File: src/rtl/uart_line_rx_if.sv
// Signal bundle between a UART byte source / line consumer and uart_line_rx.
// The slave modport is the line receiver; master is the side that feeds bytes and reads lines.
interface uart_line_rx_if;
    logic       rx_valid;
    logic [7:0] rx_data;
    logic       rx_error;
    logic       line_valid;
    logic [4:0] line_len;
    logic       match;
    logic       rd_en;
    logic [7:0] rd_data;
    logic       line_ack;
    logic       overflow;
    logic       dropped;

    modport slave (
        input  rx_valid, rx_data, rx_error, rd_en, line_ack,
        output line_valid, line_len, match, rd_data, overflow, dropped
    );

    modport master (
        output rx_valid, rx_data, rx_error, rd_en, line_ack,
        input  line_valid, line_len, match, rd_data, overflow, dropped
    );
endinterface

File: src/rtl/uart_line_rx.sv
// Assembles CR/LF-terminated lines from a UART byte stream, holds each completed
// line for byte-wise readout and flags whether it equals a fixed compare string.
module uart_line_rx #(
    parameter int          MAX_LEN   = 16,
    parameter logic [63:0] MATCH_STR = {8'h00, "ESKEDIT"},
    parameter int          MATCH_LEN = 7
) (
    input  logic           clk,
    input  logic           rst,
    uart_line_rx_if.slave  bus
);
    localparam int         IDX_W       = $clog2(MAX_LEN);
    localparam logic [4:0] MAX_LEN_L   = 5'(MAX_LEN);
    localparam logic [4:0] MATCH_LEN_L = 5'(MATCH_LEN);

    typedef enum logic [1:0] {IDLE, COLLECT, DONE, DISCARD} state_t;

    state_t     state_q, state_d;
    logic [4:0] len_q, len_d;
    logic [4:0] rd_ptr_q, rd_ptr_d;
    logic [4:0] line_len_q, line_len_d;
    logic       match_q, match_d;
    logic       overflow_q, overflow_d;
    logic       dropped_q, dropped_d;
    logic [7:0] line_buf_q [MAX_LEN];
    logic [7:0] line_buf_d [MAX_LEN];

    logic       byte_in;
    logic       is_term;
    logic       match_calc;

    // A byte arriving together with a framing error is never taken as data.
    assign byte_in = bus.rx_valid && !bus.rx_error;
    assign is_term = (bus.rx_data == 8'h0D) || (bus.rx_data == 8'h0A);

    always_comb begin
        match_calc = (len_q == MATCH_LEN_L);
        for (int i = 0; i < MATCH_LEN; i++) begin
            if (line_buf_q[IDX_W'(i)] != MATCH_STR[8*(MATCH_LEN-1-i) +: 8]) begin
                match_calc = 1'b0;
            end
        end
    end

    always_comb begin
        state_d    = state_q;
        len_d      = len_q;
        rd_ptr_d   = rd_ptr_q;
        line_len_d = line_len_q;
        match_d    = match_q;
        overflow_d = 1'b0;
        dropped_d  = 1'b0;
        line_buf_d = line_buf_q;

        unique case (state_q)
            IDLE: begin
                if (byte_in && !is_term) begin
                    line_buf_d[0] = bus.rx_data;
                    len_d         = 5'd1;
                    state_d       = COLLECT;
                end
            end
            COLLECT: begin
                if (bus.rx_error) begin
                    len_d   = 5'd0;
                    state_d = IDLE;
                end else if (byte_in) begin
                    if (is_term) begin
                        line_len_d = len_q;
                        rd_ptr_d   = 5'd0;
                        match_d    = match_calc;
                        state_d    = DONE;
                    end else if (len_q < MAX_LEN_L) begin
                        line_buf_d[len_q[IDX_W-1:0]] = bus.rx_data;
                        len_d = len_q + 5'd1;
                    end else begin
                        overflow_d = 1'b1;
                        state_d    = DISCARD;
                    end
                end
            end
            DONE: begin
                if (bus.rd_en && ((rd_ptr_q + 5'd1) < line_len_q)) begin
                    rd_ptr_d = rd_ptr_q + 5'd1;
                end
                // Acknowledge frees the buffer at once, so a coincident byte starts the next line.
                if (bus.line_ack) begin
                    match_d    = 1'b0;
                    line_len_d = 5'd0;
                    len_d      = 5'd0;
                    state_d    = IDLE;
                    if (byte_in && !is_term) begin
                        line_buf_d[0] = bus.rx_data;
                        len_d         = 5'd1;
                        state_d       = COLLECT;
                    end
                end else if (byte_in) begin
                    dropped_d = 1'b1;
                end
            end
            DISCARD: begin
                if (bus.rx_error || (byte_in && is_term)) begin
                    len_d   = 5'd0;
                    state_d = IDLE;
                end
            end
            default: state_d = IDLE;
        endcase
    end

    always_ff @(posedge clk) begin
        if (rst) begin
            state_q    <= IDLE;
            len_q      <= 5'd0;
            rd_ptr_q   <= 5'd0;
            line_len_q <= 5'd0;
            match_q    <= 1'b0;
            overflow_q <= 1'b0;
            dropped_q  <= 1'b0;
        end else begin
            state_q    <= state_d;
            len_q      <= len_d;
            rd_ptr_q   <= rd_ptr_d;
            line_len_q <= line_len_d;
            match_q    <= match_d;
            overflow_q <= overflow_d;
            dropped_q  <= dropped_d;
        end
    end

    // Line storage is validated by len/line_len, so it needs no reset.
    always_ff @(posedge clk) begin
        line_buf_q <= line_buf_d;
    end

    assign bus.line_valid = (state_q == DONE);
    assign bus.line_len   = line_len_q;
    assign bus.match      = match_q;
    assign bus.overflow   = overflow_q;
    assign bus.dropped    = dropped_q;
    assign bus.rd_data    = line_buf_q[rd_ptr_q[IDX_W-1:0]];
endmodule

File: src/flat_wrapper.sv
// flat-port wrapper written by rule: the top's interface ports become plain ports
module uart_line_rx_flat 
#(
    parameter int          MAX_LEN   = 16,
    parameter logic [63:0] MATCH_STR = {8'h00, "       "},
    parameter int          MATCH_LEN = 7
)
  (clk, rst, bus_rx_valid, bus_rx_data, bus_rx_error, bus_rd_en, bus_line_ack, bus_line_valid, bus_line_len, bus_match, bus_rd_data, bus_overflow, bus_dropped);
  uart_line_rx_if bus_i ();
  input  logic clk;
  input  logic rst;
  input wire logic [$bits(bus_i.rx_valid)-1:0] bus_rx_valid;
  input wire logic [$bits(bus_i.rx_data)-1:0] bus_rx_data;
  input wire logic [$bits(bus_i.rx_error)-1:0] bus_rx_error;
  input wire logic [$bits(bus_i.rd_en)-1:0] bus_rd_en;
  input wire logic [$bits(bus_i.line_ack)-1:0] bus_line_ack;
  output wire logic [$bits(bus_i.line_valid)-1:0] bus_line_valid;
  output wire logic [$bits(bus_i.line_len)-1:0] bus_line_len;
  output wire logic [$bits(bus_i.match)-1:0] bus_match;
  output wire logic [$bits(bus_i.rd_data)-1:0] bus_rd_data;
  output wire logic [$bits(bus_i.overflow)-1:0] bus_overflow;
  output wire logic [$bits(bus_i.dropped)-1:0] bus_dropped;
  assign bus_i.rx_valid = bus_rx_valid;
  assign bus_i.rx_data = bus_rx_data;
  assign bus_i.rx_error = bus_rx_error;
  assign bus_i.rd_en = bus_rd_en;
  assign bus_i.line_ack = bus_line_ack;
  assign bus_line_valid = bus_i.line_valid;
  assign bus_line_len = bus_i.line_len;
  assign bus_match = bus_i.match;
  assign bus_rd_data = bus_i.rd_data;
  assign bus_overflow = bus_i.overflow;
  assign bus_dropped = bus_i.dropped;
  uart_line_rx #(.MAX_LEN(MAX_LEN), .MATCH_STR(MATCH_STR), .MATCH_LEN(MATCH_LEN)) u_core (.clk(clk), .rst(rst), .bus(bus_i));
endmodule
File: config.mk
export PLATFORM = sky130hd
export DESIGN_NAME = uart_line_rx_flat
export DESIGN_NICKNAME = d
export VERILOG_FILES = /design/src/rtl/uart_line_rx_if.sv /design/src/rtl/uart_line_rx.sv /design/src/flat_wrapper.sv
export SDC_FILE = /design/constraint.sdc
export NUM_CORES = 1
export LEC_CHECK = 0
export CORE_MARGIN = 1
export CORE_UTILIZATION = 64
export CTS_CLUSTER_SIZE = 25
export DETAILED_ROUTE_END_ITERATION = 7
export PLACE_DENSITY = 0.94
export SYNTH_ARGS = -nofsm -noshare
export SYNTH_HDL_FRONTEND = slang
export SYNTH_SLANG_ARGS = --single-unit
File: constraint.sdc
create_clock -name clk -period 4.8 [get_ports clk]
set_input_delay 1.2 -clock clk [delete_from_list [all_inputs] [get_ports clk]]
set_output_delay 1.2 -clock clk [all_outputs]
set_load 0.005 [all_outputs]
## Word-level counts from Yosys, hierarchy flattened

Index checks and enable logic that the tools add are counted.

| word-level totals | value |
|---|---|
| bits of input ports | 14 |
| flip-flop bits (word level) | 148 |
| output and inout bits | 17 |
| logic and storage cells | 138 |

| operators by class | value |
|---|---|
| muxes and demuxes | 55 |
| add/sub/neg operators | 2 |
| bitwise operators | 7 |
| reductions and logical operators | 20 |
| $lt $le $gt $ge | 5 |
| eq/ne operators | 26 |

Operators with widths:

| cell | count |
|---|---|
| two-way mux 128 bit | 4 |
| bitwise mux 128 bit | 1 |
| two-way mux 5 bit | 15 |
| inequality test 8 x 6 -> 1 bit (second input constant) | 7 |
| two-way mux 8 bit | 5 |
| binary-select mux 8 bit (select 4 bit) | 1 |
| demux 8 bit (select 4 bit) | 1 |
| case mux 8 bit (3 select lines) | 1 |
| case mux 5 bit (2 select lines) | 2 |
| case mux 5 bit (4 select lines) | 1 |
| AND reduction 5 bit | 4 |
| == test 8 x 4 -> 1 bit (second input constant) | 2 |
| two-way mux 1 bit | 15 |
| two-way mux 2 bit | 7 |
| inequality test 2 x 1 -> 1 bit (second input constant) | 6 |
| AND reduction 6 bit | 2 |
| adder 5 x 1 -> 5 bit (second input constant) | 2 |
| greater-or-equal comparator 5 bit (second input constant) | 2 |
| inverter 4 -> 5 bit | 2 |
| case mux 2 bit (4 select lines) | 1 |
| inequality test 2 bit (second input constant) | 3 |
| inequality test 3 x 2 -> 1 bit (second input constant) | 2 |
| == test 5 x 3 -> 1 bit (second input constant) | 1 |
| logical AND 1 bit | 5 |
| other kinds (16) | 23 |

## Logic depth before layout (Yosys ltp)

Gate-level depths: netlist (run 1).

| logic depth | value |
|---|---|
| word-level depth | 12 |
| depth in mapped cells | 10 |
| mapped depth without buffers | 9 |

## Worst setup path before layout (run 1)

OpenSTA, ideal clock, no wires.

| timing | value |
|---|---|
| kind | reg2out |
| start point | reg u_core.rd_ptr_q[0] |
| end point | out bus_rd_data[0] |
| data required time | 3.600 ns |
| buffers on the path | 2 |
| cell stages (with the launch flop) | 5 |
| data arrival time | 1.965 ns |
| slack | 1.635 ns |
| path through | dfxtp_1 -> clkbuf_1 -> buf_2 -> mux4_2 -> mux4_2 |

| on the way | value |
|---|---|
| word-level cells in the longest chain between the ends | 4 |

Ends and longest elaborated chain:

| item | RTL line | source |
|---|---|---|
| start, declared | uart_line_rx.sv:20 | `logic [4:0] rd_ptr_q, rd_ptr_d;` |
| start signal, assigned | uart_line_rx.sv:123 | `rd_ptr_q <= rd_ptr_d;` |
| inverter 4 -> 5 bit (implied by the code) | uart_line_rx.sv:141 | `assign bus.rd_data = line_buf_q[rd_ptr_q[IDX_W-1:0]];` |
| binary-select mux 8 bit (select 4 bit) | uart_line_rx.sv:141 |  |
| two-way mux 8 bit (implied by the code) (2 in a row) | uart_line_rx.sv:141 |  |
| end, declared | flat_wrapper.sv:20 | `output wire logic [$bits(bus_i.rd_data)-1:0] bus_rd_data;` |

Every way passes these cells. The select of a mux whose other input is x is not followed.

## Worst setup path after layout (run 1)

| timing | value |
|---|---|
| start point | reg u_core.rd_ptr_q[0] |
| end point | out bus_rd_data[2] |

The elaborated chain is that of the path after synthesis.

==> results of run 1 <==
## metal layers
layer | vias to the layer above | routed length (um)
met4 | 0 | 757
li1 | 1639 | -
met5 | - | 0
met3 | 78 | 2140
met2 | 413 | 8130
met1 | 2052 | 5780
## per-stage QoR
| step | instances | worst slack [ns] |
|---|---|---|
| after floorplan | 376 | 1.63 |
| after global placement | 541 | 0.916 |
| after detailed placement | 541 | 0.808 |
| after CTS | 572 | 0.413 |
| after global routing | 572 | 0.344 |
| final | 572 | 0.429 |
## tightest hold or removal path, stage by stage (launching register included)
cell and delay (ns):
sky130_fd_sc_hd__dfxtp_1 0.31, sky130_fd_sc_hd__nand3_1 0.06, sky130_fd_sc_hd__a21oi_1 0.06
## synth_stat cells, types with 4 or more instances
master / number
sky130_fd_sc_hd__a21oi_1: 15
sky130_fd_sc_hd__and2_1: 9
sky130_fd_sc_hd__clkbuf_1: 9
sky130_fd_sc_hd__dfxtp_1: 20
sky130_fd_sc_hd__edfxtp_1: 128
sky130_fd_sc_hd__ha_1: 9
sky130_fd_sc_hd__inv_1: 10
sky130_fd_sc_hd__mux4_2: 40
sky130_fd_sc_hd__nand2_1: 19
sky130_fd_sc_hd__nand2b_1: 4
sky130_fd_sc_hd__nand3_1: 10
sky130_fd_sc_hd__nand4_1: 5
sky130_fd_sc_hd__nor2_1: 19
sky130_fd_sc_hd__nor3_1: 6
sky130_fd_sc_hd__nor4_1: 14
sky130_fd_sc_hd__o21ai_0: 5
## power breakdown
group	switching (mW)	internal [mW]
Sequential	0.0123	1.40
Combinational	0.0684	0.0466
Clock	0.532	0.786
## path summary, 6_finish.rpt
path / cells past startpoint / slack, ns / end / from
worst min-delay path: 2 / 0.47 / u_core.bus.match / u_core.bus.match
worst max-delay path: 4 / 0.43 / bus_rd_data[2] / u_core.rd_ptr_q[0]
worst max register to register: 10 / 1.76 / u_core.rd_ptr_q[0] / u_core.rd_ptr_q[1]
worst min register to register: 2 / 0.47 / u_core.bus.match / u_core.bus.match
## sequential cells by signal (all words and copies together), names as in the netlist
register             flops
u_core.bus.match         1
u_core.line_buf_q      128
u_core.state_q           2
u_core.bus.overflow      1
u_core.bus.line_len      5
u_core.rd_ptr_q          5
u_core.bus.dropped       1
u_core.len_q             5
## final cells by class
cell class	instances	area (um2)
Inverter	13	48.8
Clock inverter	14	164
Multi-Input combinational cell	199	1950
Sequential cell	148	4250
Timing Repair Buffer	52	465
Tap cell	129	161
Fill cell	438	1970
Clock buffer	17	414
## cells by family (layout without fill, tap and decap cells)
logic type / count (synthesis) / in the layout / synth area share, %
flip-flops: 148 / 148 / 67.2
AND/OR/NAND/NOR: 103 / 103 / 9.08
AO/OA/AOI/OAI: 43 / 43 / 5.12
multiplexers: 41 / 41 / 14.5
buffers and inverters: 29 / 96 / 1.90
adder cells (fa/ha/maj): 9 / 9 / 1.78
XOR/XNOR: 3 / 3 / 0.416
==> results.md, run 1 <==
• **CP bufs+invs** 2
• **routability congestion estimate from global placement** 0.869
• **Final Skew** 0.00623 ns
• **fin crit share** 91.1%
• **GRT Overall Usage** 35.9%
• **Setup CP Type** reg -> out
• **Worst Path Required** 3.60 ns
• **overall die width** 101 um
• **layout overhead on the synthesized area** 18.0%
• **worst hold slack after final layout** 0.474 ns
• **total number of nets in the final design** 454
• **share of synthesized flip-flops with an asynchronous set or reset** 0%
• **initial cell density of the core** 67.0%
• **count of distinct cell types in the synthesized netlist** 57
• **number of synthesized register bits** 148
• **antenna violations before repair** 0
• **number of buffers inserted during clock tree synthesis** 17
• **number of hold violations in the final report** 0
• **part of the Yosys area used for sequential elements** 67.2%
• **worst hold-check path type** reg -> reg
• **htree depth** 4
• **final wirelength** 16.8 mm
• **Critical Path Fanout Max** 18
• **upper clock frequency limit** 229 MHz
• **areal power density over the cells** 383 mW/mm2
• **vias after detailed routing** 4182
• **top cell type's share of synthesized area** 60.9%
• **number of primary I/O pins** 31
• **Worst VDD drop** 0.335 mV
• **standard cell core area** 0.00942 mm2
• **post-route cell area** 0.00745 mm2
• **layout cell share with drive strength beyond 1** 25.1%
• **diode count** 0
• **crit-path max cell delay** 0.69 ns
• **mean cell area of the mapped netlist** 16.8 um2
• **syn_nets** 399
• **largest net degree at the start of global routing** 36
• **top library cells by usage in the layout, fill and taps aside** sky130_fd_sc_hd__edfxtp_1, sky130_fd_sc_hd__mux4_2, sky130_fd_sc_hd__clkdlybuf4s50_1, sky130_fd_sc_hd__buf_4
• **worst-path cell chain** buf_4 -> mux4_2 -> mux4_2 -> clkdlybuf4s50_1
• **combined area of all synthesized cells** 0.00631 mm2
• **number of synthesized flops with an enable pin** 128
• **worst slew pin tran** 0.820 ns
• **Relative slew margins** 45.1%
• **unrepaired setup endpoints after global routing** no
• **Critical Path Source Type** register
• **number of iterations in the first detailed-routing pass** 7
• **crit path DAT** 3.17 ns
• **die height** 101 um
• **maximum capacitance violations** 0
• **buffer depth of the longest clock path** 2
• **endpoints failing setup** 0
• **total power** 2.85 mW
• **main area contributors after synthesis** sky130_fd_sc_hd__edfxtp_1, sky130_fd_sc_hd__mux4_2, sky130_fd_sc_hd__dfxtp_1, sky130_fd_sc_hd__ha_1, sky130_fd_sc_hd__nor4_1
• **synthesized netlist cell count** 376
• **Detailed Route Iter0 Violations** 661
• **number of warning messages in the yosys log** 0
• **std cell rows** 35
• **minimum clock period after layout** 4.37 ns
• **DRT antenna net count** 0
• **final standard cell utilization of the core** 79.1%
• **most common cell after layout, fill and taps aside** sky130_fd_sc_hd__edfxtp_1
• **clock latency on the worst-skew pair** 0.54 ns
• **total congestion overflow after global routing** 0
• **library cell with the largest summed area after synthesis** sky130_fd_sc_hd__edfxtp_1
• **top_reg_cell synth** sky130_fd_sc_hd__edfxtp_1
• **static leakage power** 2.35 nW
• **half-perimeter wire length after placement** 10.2 mm
• **clock-pin transition on the worst setup and hold timing paths** 0.06 ns
• **CP endpoint kind** output port
• **met2 layer usage reported by global route** 56.6%
• **fraction of met1 tracks used by global routing** 47.9%
• **met3 global-route usage** 8.70%
• **number of I/O port buffers** 30
• **slowest stage cell, crit path** sky130_fd_sc_hd__dfxtp_2
• **vias in the first global route** 4043
• **Area after DPL** 0.00687 mm2
• **routed len/inst** 29.4 um
• **aggregate negative setup slack** 0 ns
• **CTS tree** yes
• **CP dominant cell by count** sky130_fd_sc_hd__mux4_2
• **result of the run** finished, final reports clean
• **wire length of the first global-routing pass** 25.0 mm
• **buffers inserted by post-CTS timing repair** 0
• **clk sinks** 148
• **grt peak-use layer** met2
• **Largest delay share family, worst path** multiplexers
• **DRC errors left** 0
• **post-DR vias/cell** 7.31
• **count of final max-slew check failures** 0
• **die footprint** 0.0103 mm2
• **CTS Hold Buffers Added** 0
• **clock root cell** sky130_fd_sc_hd__clkbuf_8
• **Resize count post-CTS** 0
No activity file was read; power rests on OpenSTA's default activity.
==> run 2, diff against run 1 <==
- ABC_CLOCK_PERIOD_IN_PS: unset -> 4800
- CTS_CLUSTER_SIZE: 25 -> 8
==> results of run 2 <==
Same layout as run 1: the final DEF is identical, and so are final timing and power.
